==> config.mk <==
export PLATFORM = sky130hd
export DESIGN_NAME = ili9341_spi_arbiter
export DESIGN_NICKNAME = d
export VERILOG_FILES = /design/src/rtl/ili9341_defines.sv /design/src/rtl/arb_down_counter.sv /design/src/rtl/ili9341_spi_arbiter.sv
export SDC_FILE = /design/constraint.sdc
export NUM_CORES = 1
export LEC_CHECK = 0
export CAP_MARGIN = 20
export CORE_MARGIN = 2
export CORE_UTILIZATION = 49
export DETAILED_ROUTE_END_ITERATION = 8
export GPL_ROUTABILITY_DRIVEN = 0
export PLACE_DENSITY = 0.82
export REMOVE_ABC_BUFFERS = 1
export SYNTH_ARGS = -nofsm -noshare
export SYNTH_HDL_FRONTEND = slang
export SYNTH_HIERARCHICAL = 1
export SYNTH_SLANG_ARGS = --single-unit
==> constraint.sdc <==
create_clock -name clk -period 2.3 [get_ports clk]
set_input_delay 0.23 -clock clk [delete_from_list [all_inputs] [get_ports clk]]
set_output_delay 0.23 -clock clk [all_outputs]
set_load 0.01 [all_outputs]
==> src/rtl/ili9341_defines.sv <==
// Shared types and constants for the ILI9341 SPI arbiter.
package ili9341_defines;

  typedef enum logic [2:0] {
    IDLE,
    ARB,
    CHECK,
    SETUP,
    PASS,
    GAP
  } ili9341_arb_state_t;

  localparam logic ARB_PORT_CFG = 1'b0;
  localparam logic ARB_PORT_PIX = 1'b1;

endpackage

==> src/rtl/arb_down_counter.sv <==
// Loadable, saturating down-counter with a zero flag.
module arb_down_counter #(
  parameter int WIDTH = 8
) (
  input  logic             clk,
  input  logic             rst,
  input  logic             load,
  input  logic [WIDTH-1:0] load_value,
  input  logic             dec,
  output logic [WIDTH-1:0] count,
  output logic             zero
);

  always_ff @(posedge clk or negedge rst) begin
    if (!rst) begin
      count <= '0;
    end else if (load) begin
      count <= load_value;
    end else if (dec && (count != '0)) begin
      count <= count - 1'b1;
    end
  end

  assign zero = (count == '0);

endmodule

==> src/rtl/ili9341_spi_arbiter.sv <==
// Two-port transaction arbiter in front of the ILI9341 SPI byte controller,
// owning the D/C line and enforcing D/C setup and inter-transaction gaps.
module ili9341_spi_arbiter
  import ili9341_defines::*;
#(
  parameter int DC_SETUP_CYCLES = 2,
  parameter int GAP_CYCLES      = 4
) (
  input  logic       clk,
  input  logic       rst,
  input  logic       req0_valid,
  output logic       req0_ready,
  input  logic [7:0] req0_data,
  input  logic       req0_dc,
  input  logic       req0_last,
  input  logic       req1_valid,
  output logic       req1_ready,
  input  logic [7:0] req1_data,
  input  logic       req1_dc,
  input  logic       req1_last,
  output logic       spi_valid,
  input  logic       spi_ready,
  output logic [7:0] spi_data,
  output logic       data_commandb,
  output logic [1:0] grant,
  output logic       busy
);

  ili9341_arb_state_t state_reg, state_next;
  logic       sel_reg, sel_next;
  logic [1:0] grant_reg, grant_next;
  logic       dcb_reg, dcb_next;

  logic       setup_load, setup_dec, setup_zero;
  logic [3:0] setup_count;
  logic       gap_load, gap_dec, gap_zero;
  logic [7:0] gap_count;

  logic       sel_valid, sel_dc, sel_last, sel_ready, dc_match, any_valid;
  logic [7:0] sel_data;

  assign sel_valid = (sel_reg == ARB_PORT_PIX) ? req1_valid : req0_valid;
  assign sel_data  = (sel_reg == ARB_PORT_PIX) ? req1_data  : req0_data;
  assign sel_dc    = (sel_reg == ARB_PORT_PIX) ? req1_dc    : req0_dc;
  assign sel_last  = (sel_reg == ARB_PORT_PIX) ? req1_last  : req0_last;
  assign dc_match  = (sel_dc == dcb_reg);
  assign any_valid = req0_valid | req1_valid;

  arb_down_counter #(.WIDTH(4)) u_setup_cnt (
    .clk       (clk),
    .rst       (rst),
    .load      (setup_load),
    .load_value(4'(DC_SETUP_CYCLES)),
    .dec       (setup_dec),
    .count     (setup_count),
    .zero      (setup_zero)
  );

  arb_down_counter #(.WIDTH(8)) u_gap_cnt (
    .clk       (clk),
    .rst       (rst),
    .load      (gap_load),
    .load_value(8'(GAP_CYCLES)),
    .dec       (gap_dec),
    .count     (gap_count),
    .zero      (gap_zero)
  );

  always_ff @(posedge clk or negedge rst) begin
    if (!rst) begin
      state_reg <= IDLE;
      sel_reg   <= ARB_PORT_CFG;
      grant_reg <= 2'b00;
      dcb_reg   <= 1'b0;
    end else begin
      state_reg <= state_next;
      sel_reg   <= sel_next;
      grant_reg <= grant_next;
      dcb_reg   <= dcb_next;
    end
  end

  always_comb begin
    state_next = state_reg;
    sel_next   = sel_reg;
    grant_next = grant_reg;
    dcb_next   = dcb_reg;
    setup_load = 1'b0;
    setup_dec  = 1'b0;
    gap_load   = 1'b0;
    gap_dec    = 1'b0;
    spi_valid  = 1'b0;
    spi_data   = 8'h00;
    sel_ready  = 1'b0;
    case (state_reg)
      IDLE: if (any_valid) state_next = ARB;
      ARB: begin
        if (req0_valid) begin
          sel_next   = ARB_PORT_CFG;
          grant_next = 2'b01;
          state_next = CHECK;
        end else if (req1_valid) begin
          sel_next   = ARB_PORT_PIX;
          grant_next = 2'b10;
          state_next = CHECK;
        end else begin
          state_next = IDLE;
        end
      end
      CHECK: begin
        if (sel_valid && !dc_match) begin
          dcb_next   = sel_dc;
          setup_load = 1'b1;
          state_next = SETUP;
        end else if (sel_valid) begin
          state_next = PASS;
        end
      end
      // Counter is compared before its decrement lands, hence the "== 1" exit.
      SETUP: begin
        setup_dec = 1'b1;
        if (setup_zero || (setup_count == 4'd1)) state_next = PASS;
      end
      PASS: begin
        spi_valid = sel_valid && dc_match;
        spi_data  = sel_data;
        sel_ready = spi_ready && dc_match;
        if (sel_valid && dc_match && spi_ready && sel_last) begin
          grant_next = 2'b00;
          gap_load   = 1'b1;
          state_next = GAP;
        end else if (sel_valid && !dc_match) begin
          state_next = CHECK;
        end
      end
      GAP: begin
        gap_dec = 1'b1;
        if (gap_zero || (gap_count == 8'd1)) state_next = any_valid ? ARB : IDLE;
      end
      default: state_next = IDLE;
    endcase
  end

  assign req0_ready    = sel_ready && (sel_reg == ARB_PORT_CFG);
  assign req1_ready    = sel_ready && (sel_reg == ARB_PORT_PIX);
  assign data_commandb = dcb_reg;
  assign grant         = grant_reg;
  assign busy          = (state_reg != IDLE);

endmodule

==> impl_metrics.ini, run 1 <==
[global_route]
grt_pass1_wl_um = 7100
use_met3 = 0.0303
antenna_found_initial = 0
globalRouteTotalUtil = 0.259
gr-total-overflow = 0
grt_pass1_vias = 1549
busiest_layer = met2
met2_usage = 0.457
grt_use_met1 = 0.319
grt_max_degree = 20

[critical_path]
required_ns = 2.51
critical_path_arrival_ns = 2.42
worstSetupStartpointType = register
crit_type = register to register
end_kind = register
critPathMaxFanout = 4

[run]
cap_violations = 0

[power_and_ir_drop]
intPower_mw = 1.19
clockPowerShare = 0.091
p_sw_frac = 0.438
p_seq_frac = 0.320
power_leakage_nw = 0.895
power_frac_comb = 0.589
totalPowerFinal_mw = 2.12
power.net_switching_uw = 929
p_per_area_mw_per_mm2 = 977
peakVddDrop_mv = 0.539

[layout]
fin_util = 0.717
syn2layout_area_growth_pct = 40.0
largest_reg_flops = 8
drive_gt1_frac = 0.179
antennaDiodeCount = 0
layout.nets = 269
num-fill-cells = 222

[timing]
relSlewSlack = 0.348
setup_ws_ns = 0.0913
tightest_slew_ns = 0.969
fin_crit_sh = 0.960
slew_violations = 0
hold_viol = 0
hold-worst-slack_ns = 0.227
fmaxAchievable_ghz = 0.453
clock_skew_ns = 0.00897
setup_viol = 0
period_minus_slack_ns = 2.21
setup_tns_ns = 0

[route]
drt-total-wl_um = 4680
ant_nets = 0
dr.first_iter.drc_count = 105
route.vias.total = 1656
vias_per_cell = 5.83
first_pass_iters = 4
wire_per_inst_um = 16.5
drc = 0

[floorplan]
ios = 40
die_w_um = 60.2
core_mm2 = 0.00303
die_y_um = 60.2
rows = 20
die_area_mm2 = 0.00363
initial_utilization = 0.512

[synthesis]
yosysTopAreaCellShare = 0.307
syn_area_mm2 = 0.00155
yosys_warnings = 6
ys_ff_latch = 19
synth_area_leaders = dfrtp_1, mux2i_1, nor2_1
synth.distinct_cells = 59
synth_enable_flop_cells = 0
yosysSeqAreaShare = 0.307
synth_flop_cell = dfrtp_1
synth_top_area_cell = dfrtp_1
synthArstFlopShare = 1.00
synth_cells = 177
syn_area_per_cell_um2 = 8.76

[cts]
cts-buffers-inserted = 3
cts_sinks = 19
cts_root_buf = clkbuf_4
cts.reportedPaths.clkPinSlew_ns = 0.13
cts.path.max_buffers = 2
h-tree-depth = 1
clkLatencyLatePin_ns = 0.32
cts_tree = done

[place]
dpl.hpwl_um = 3410
dp_worst_setup_slack_ns = -0.0670
port-buffer-count = 39

[status]
run_status = finished clean

[min_path]
hp-class = primary input to async pin
==> layer usage <==
layer,up-vias,wire (um)
li1,779,-
met1,806,2000
met2,62,2420
met3,9,175
met4,0,91
met5,-,0
==> synth_stat cells, types with 2 or more instances <==
| cell type | count |
|---|---|
| or3_1 | 2 |
| mux2i_1 | 9 |
| ha_1 | 3 |
| o211a_1 | 2 |
| a221o_1 | 3 |
| a21oi_1 | 10 |
| xor2_1 | 2 |
| mux2_4 | 2 |
| nor3b_2 | 2 |
| conb_1 | 2 |
| a31oi_1 | 2 |
| o21ai_1 | 3 |
| or2_2 | 2 |
| nor2_1 | 19 |
| o211ai_1 | 2 |
| clkbuf_1 | 3 |
| o21ai_0 | 6 |
| nand4_1 | 4 |
| buf_6 | 2 |
| buf_2 | 3 |
| nand2_1 | 12 |
| nand3_1 | 2 |
| nor3_1 | 7 |
| nor4_1 | 4 |
| nor3b_1 | 5 |
| dfrtp_1 | 19 |
| or4_1 | 4 |
| inv_1 | 9 |
| nor4b_1 | 2 |
==> metrics by stage <==
stage | area (um^2) | cells
2_1_floorplan | 1540 | 179
3_3_place_gp | 2080 | 275
3_5_place_dp | 2080 | 275
4_1_cts | 2130 | 279
5_1_grt | 2170 | 284
6_report | 2170 | 284
==> cells by family after synthesis <==
kind of cell,count (synthesis),synth area share
simple gates,75,0.280
buf+inv,18,0.0557
flops,19,0.307
xor+xnor,3,0.0218
fa+ha+maj,3,0.0242
compound gates,44,0.207
mux,13,0.0993
other cells,2,0.00484
==> power groups by stage <==
stage | combinational [mW] | sequential, mW | clock (mW)
2_1_floorplan | 0.717 | 0.684 | 0
3_3_place_gp | 1.08 | 0.667 | 0
3_5_place_dp | 1.14 | 0.687 | 0
4_1_cts | 1.16 | 0.681 | 0.199
5_1_grt | 1.36 | 0.701 | 0.219
6_report | 1.25 | 0.678 | 0.194
==> cell type report <==
cell class | instances | area, um^2 | share of cell area
Multi-Input combinational cell | 150 | 1040 | 0.480
Timing Repair Buffer | 57 | 528 | 0.243
Sequential cell | 19 | 479 | 0.221
Tap cell | 44 | 55.1 | 0.0254
Inverter | 10 | 37.5 | 0.0173
Clock buffer | 3 | 22.5 | 0.0104
Clock inverter | 1 | 7.51 | 0.00346
==> worst max-delay path, cell delays in order (launching register included) <==
cell and delay [ns]:
dfrtp_1 0.41, inv_1 0.12, ha_1 0.21, or3b_4 0.42
nor2_2 0.13, inv_1 0.07, a32oi_2 0.19, o211a_1 0.25
mux2_4 0.31
==> worst paths after layout <==
kind	to	slack, ns	cells past startpoint	start
hold / removal	u_gap_cnt/count[3]$_DFFE_PN0P_	0.23	2	rst
max in group asynchronous	sel_reg$_DFFE_PN0P_	1.83	2	rst
setup reg to reg	state_reg[1]$_DFFE_PN0P_	0.09	8	u_gap_cnt/count[0]$_DFFE_PN0P_
hold reg to reg	grant[0]$_DFFE_PN0P_	0.54	2	grant[0]$_DFFE_PN0P_
min in group clk	grant[0]$_DFFE_PN0P_	0.54	2	grant[0]$_DFFE_PN0P_
setup / recovery	state_reg[1]$_DFFE_PN0P_	0.09	8	u_gap_cnt/count[0]$_DFFE_PN0P_
==> cell usage in the layout (no fill, tap or decap), drive strengths merged, types with 3 or more instances in the layout <==
| cell type | count |
|---|---|
| clkdlybuf4s50 | 38 |
| nor2 | 19 |
| dfrtp | 19 |
| buf | 18 |
| conb | 12 |
| nand2 | 12 |
| a21oi | 10 |
| mux2i | 10 |
| inv | 9 |
| o21ai | 9 |
| nor3 | 8 |
| nor3b | 7 |
| nand4 | 4 |
| nor4 | 4 |
| or4 | 4 |
| clkbuf | 3 |
| a221o | 3 |
| ha | 3 |
| o211ai | 3 |
| nor4b | 3 |
| mux2 | 3 |
==> what timing repair did <==
action                     4_1_cts  5_1_grt
setup endpoints to repair        3       12
hold buffers                     0        0
setup buffers                    0        5
resized for setup                4        4
pin swaps                        1        1
Note: power is estimated with default switching activity, not from simulation.
==> run 2, diff against run 1 <==
--- a/config.mk
+++ b/config.mk
@@ -9,7 +9,6 @@
 export CORE_MARGIN = 2
 export CORE_UTILIZATION = 49
 export DETAILED_ROUTE_END_ITERATION = 8
-export GPL_ROUTABILITY_DRIVEN = 0
 export PLACE_DENSITY = 0.82
 export REMOVE_ABC_BUFFERS = 1
 export SYNTH_ARGS = -nofsm -noshare
==> run 2 against run 1 <==
Sequential power shrank 0.6%. Die area is the same. Count of clock-buffer cells in the layout increased by 1. Combinational power about the same. Sequential share of layout area is 0.070 points lower. Clock power is 13% lower. Routed wire length decreased by 9.9%. Sequential cell count is the same. Global-route usage shrank 2.6 points. Utilization hardly changed. Hold slack improved by 0.030 ns. Worst setup slack improved by 0.032 ns. Critical endpoint unchanged. Largest power group unchanged.
==> impl_metrics.ini, run 2 (synthesis results as in run 1) <==
[cts]
h-tree-depth = 1
cts_tree = done
cts-buffers-inserted = 3
clkLatencyLatePin_ns = 0.29
cts_hold_buf = 0
cts.path.max_buffers = 2
cts.reportedPaths.clkPinSlew_ns = 0.10
cts_sinks = 19
cts_root_buf = clkbuf_4

[global_route]
grt_max_degree = 20
grt_pass1_wl_um = 6490
antenna_found_initial = 0
globalRouteTotalUtil = 0.233
gr-total-overflow = 0
grt_pass1_vias = 1543

[critical_path]
critPathBufInv = 2
r2r-start = u_gap_cnt/count[0]$_DFFE_PN0P_
worstSetupStartpointType = register
critical_path_arrival_ns = 2.37
r2r-end = state_reg[1]$_DFFE_PN0P_
crit_type = register to register
end_kind = register
path_cells = inv_1 > ha_2 > or3b_4 > nor2_2 > inv_1 > a32oi_2 > o211a_1 > mux2_4
reg2reg_slack_ns = 0.12
critPathMaxFanout = 4
cp_top_family = simple AND/OR/NAND/NOR gates
rr_worst_depth = 8
critical_path.max_stage_delay_ns = 0.40
cp_common_cell = inv_1
required_ns = 2.49
startpoint = u_gap_cnt/count[0]$_DFFE_PN0P_
cp_slowest_cell = dfrtp_1

[layout]
syn2layout_area_growth_pct = 40.1
final_cell_area_mm2 = 0.00217
largest_reg_flops = 8
final_common_cell = clkdlybuf4s50_1
antennaDiodeCount = 0
layout_common_cells = clkdlybuf4s50_1, nor2_1, dfrtp_1, buf_4, conb_1
layout.nets = 267
drive_gt1_frac = 0.172

[power_and_ir_drop]
peakVddDrop_mv = 0.672
p_per_area_mw_per_mm2 = 954
power_leakage_nw = 0.889
totalPowerFinal_mw = 2.07

[route]
first_pass_iters = 4
dr.first_iter.drc_count = 74
wire_per_inst_um = 15.0
ant_nets = 0
drt-total-wl_um = 4220
drc = 0
vias_per_cell = 5.66
route.vias.total = 1595

[min_path]
hp-class = primary input to async pin

[timing]
hold_viol = 0
period_minus_slack_ns = 2.18
setup_tns_ns = 0
tightest_slew_ns = 0.685
relSlewSlack = 0.539
slew_violations = 0
fin_crit_sh = 0.946
hold-worst-slack_ns = 0.258
setup_ws_ns = 0.123
fmaxAchievable_ghz = 0.459
setup_viol = 0
rsz0062_at_grt = no
clock_skew_ns = 0.000874

[floorplan]
die_y_um = 60.2
core_mm2 = 0.00303
ios = 40
rows = 20
die_w_um = 60.2
die_area_mm2 = 0.00363
initial_utilization = 0.512

[place]
placed_cell_area_mm2 = 0.00210
dp_worst_setup_slack_ns = -0.0647
port-buffer-count = 39
place_congestion = 0.837
dpl.hpwl_um = 3320

[status]
run_status = finished clean

[run]
cap_violations = 0
run 2: cell type report:
class,instances,area (um^2)
clock buffers,4,26.3
well taps,44,55.1
fillers,240,856
inverters,10,37.5
flip-flops and latches,19,478
repair buffers,55,526
multi-input cells,150,1050
run 2: how the worst max path moves through the flow:
| stage | to | slack [ns] | cells past startpoint |
|---|---|---|---|
| floorplan | u_gap_cnt/count[7]$_DFFE_PN0P_ | -0.42 | 6 |
| detailed placement | state_reg[1]$_DFFE_PN0P_ | -0.06 | 8 |
| finish | state_reg[1]$_DFFE_PN0P_ | 0.12 | 8 |
| CTS | state_reg[1]$_DFFE_PN0P_ | 0.02 | 8 |
| global placement | state_reg[2]$_DFFE_PN0P_ | 0.01 | 8 |
| global route | spi_data[6] | 0.009 | 5 |
run 2: routing by layer:
layer	wire length (um)	vias to the layer above	share of wire	track usage
li1	-	775	-	-
met1	1760	769	0.42	0.285
met2	2270	47	0.54	0.430
met3	164	4	0.039	0.0325
met4	23	0	0.0055	0.0476
met5	0	-	0	0
run 2: power by group:
group          leakage [nW]  total (mW)  switching [mW]  internal [mW]
Sequential            0.227       0.674           0.193          0.480
Clock                0.0150       0.168           0.100         0.0676
Combinational         0.647        1.23           0.589          0.641
run 2: metrics by stage:
stage                     std cells   util
final                           282  0.717
after global routing            282  0.717
after CTS                       281  0.710
after detailed placement        276  0.694
after global placement          276  0.694
after floorplan                 179      -
run 2: timing repair:
item,in CTS,in global routing
endpoints found under the setup margin,3,12
pin swaps,1,1
cloned,0,0
buffers inserted,1,1
endpoints found under the hold margin,0,0
gates resized for setup,4,5
==> run 3, diff against run 2 <==
--- a/config.mk
+++ b/config.mk
@@ -7,9 +7,9 @@
 export LEC_CHECK = 0
 export CAP_MARGIN = 20
 export CORE_MARGIN = 2
-export CORE_UTILIZATION = 49
+export CORE_UTILIZATION = 44
 export DETAILED_ROUTE_END_ITERATION = 8
-export PLACE_DENSITY = 0.82
+export PLACE_DENSITY = 0.78
 export REMOVE_ABC_BUFFERS = 1
 export SYNTH_ARGS = -nofsm -noshare
 export SYNTH_HDL_FRONTEND = slang
==> constraint.sdc (replaced) <==
create_clock -name clk -period 1.9 [get_ports clk]
set_input_delay 0.19 -clock clk [delete_from_list [all_inputs] [get_ports clk]]
set_output_delay 0.19 -clock clk [all_outputs]
set_load 0.01 [all_outputs]
==> run 3 against run 2 <==
Critical endpoint is now state_reg[2]$_DFFE_PN0P_. The run now ends with negative setup slack left. Hold slack got worse by 0.092 ns. Clock power rose by 29%. Final cell count rose by 15%.
==> impl_metrics.ini, run 3 (synthesis results as in run 1) <==
[route]
wire_per_inst_um = 13.9
route.vias.total = 1700
drc = 0
first_pass_iters = 4
dr.first_iter.drc_count = 82
vias_per_cell = 5.26
drt-total-wl_um = 4500
ant_nets = 0

[cts]
h-tree-depth = 1
cts_sinks = 19
cts-buffers-inserted = 3
cts.path.max_buffers = 2
clkLatencyLatePin_ns = 0.31
cts_tree = done
cts_root_buf = clkbuf_4
cts.reportedPaths.clkPinSlew_ns = 0.13
cts_hold_buf = 0

[floorplan]
ios = 40
core_mm2 = 0.00336
die_w_um = 63.4
initial_utilization = 0.461
die_area_mm2 = 0.00401
rows = 21
die_y_um = 63.4

[critical_path]
end_kind = register
reg2reg_slack_ns = -0.08
required_ns = 2.11
rr_worst_depth = 6
critical_path_arrival_ns = 2.19
worstSetupStartpointType = register
crit_type = register to register
crit_end = state_reg[2]$_DFFE_PN0P_
r2r-start = u_gap_cnt/count[4]$_DFFE_PN0P_
critPathMaxFanout = 2
r2r-end = state_reg[2]$_DFFE_PN0P_
startpoint = u_gap_cnt/count[4]$_DFFE_PN0P_

[timing]
setup_ws_ns = -0.0804
hold_viol = 0
clock_skew_ns = 0.0126
relSlewSlack = 0.556
slew_violations = 0
rsz0062_at_grt = yes
setup_viol = 2
tightest_slew_ns = 0.660
fmaxAchievable_ghz = 0.505
period_minus_slack_ns = 1.98
fin_crit_sh = 1.04

[place]
port-buffer-count = 39
place_congestion = 0.818
dp_worst_setup_slack_ns = -0.226
dpl.hpwl_um = 3480

[layout]
final_common_cell = buf_4
antennaDiodeCount = 0
fin_util = 0.740
layout.nets = 306
largest_reg_flops = 8
syn2layout_area_growth_pct = 60.6
layout_common_cells = buf_4, clkdlybuf4s50_1, dfrtp_1, nor2_1, conb_1
drive_gt1_frac = 0.343

[global_route]
globalRouteTotalUtil = 0.223
grt_pass1_vias = 1549
grt_pass1_wl_um = 7130
grt_max_degree = 12
antenna_found_initial = 0
gr-total-overflow = 0

[status]
failed_checks = negative setup slack
run_status = finished with violations

[min_path]
hp-class = primary input to async pin

[power_and_ir_drop]
peakVddDrop_mv = 0.675
p_per_area_mw_per_mm2 = 1180
power_leakage_nw = 1.12
totalPowerFinal_mw = 2.95

[run]
cap_violations = 0
run 3: cell count changes in the layout (fill, tap and decap cells not counted), moves of 2 or more:
cell	before	now
buf_4	15	52
inv_1	9	5
dlygate4sd2_1	0	8
inv_2	0	5
buf_2	0	2
clkdlybuf4s50_1	38	27
buf_6	0	3
run 3: per-stage QoR:
stage / setup TNS (ns) / instances / hold WS (ns) / instance area, um^2
6_report: -0.160 / 323 / 0.166 / 2490
5_1_grt: -0.353 / 323 / 0.204 / 2490
4_1_cts: -0.276 / 320 / 0.179 / 2420
3_5_place_dp: -1.46 / 312 / 0.523 / 2350
3_3_place_gp: -1.03 / 312 / 0.512 / 2350
2_1_floorplan: -5.59 / 179 / -0.106 / 1540
run 3: power by group:
group          leakage [nW]  total [mW]  internal [mW]  switching [mW]
Clock                0.0177       0.216         0.0785           0.137
Combinational         0.871        1.99           1.09           0.899
Sequential            0.228       0.742          0.580           0.162
run 3: routing by layer:
layer,part of all wire,GRT usage,up-vias
met5,0,0,-
met4,0.0076,0.0679,0
met3,0.043,0.0286,4
met2,0.50,0.386,56
met1,0.45,0.288,793
li1,-,-,847
run 3: layout make-up:
cell class	instances	area, um^2
clock buffers	3	22.5
multi-input cells	150	1100
flip-flops and latches	19	477
repair buffers	94	790
fillers	258	873
inverters	10	37.5
clock inverters	1	5.00
well taps	46	57.6
run 3: worst max-delay path, cell delays in order (launching register included):
cell	delay, ns
dfrtp_1	0.41
or4_4	0.58
nor2_4	0.14
inv_2	0.04
a32oi_2	0.19
o211a_1	0.23
mux2_4	0.30
run 3: what timing repair did:
action,4_1_cts,5_1_grt
endpoints found under the setup margin,21,16
pin swaps,4,7
gates resized for setup,32,17
buffers inserted,4,3
run 3: worst min path at each step:
stage | end | depth (start not counted) | slack, ns
4_1_cts | u_gap_cnt/count[2]$_DFFE_PN0P_ | 1 | 0.18
3_5_place_dp | grant[0]$_DFFE_PN0P_ | 2 | 0.52
5_1_grt | u_gap_cnt/count[2]$_DFFE_PN0P_ | 1 | 0.20
6_report | grant[0]$_DFFE_PN0P_ | 1 | 0.17
2_1_floorplan | data_commandb$_DFFE_PN0P_ | 0 | -0.11
3_3_place_gp | grant[0]$_DFFE_PN0P_ | 2 | 0.51
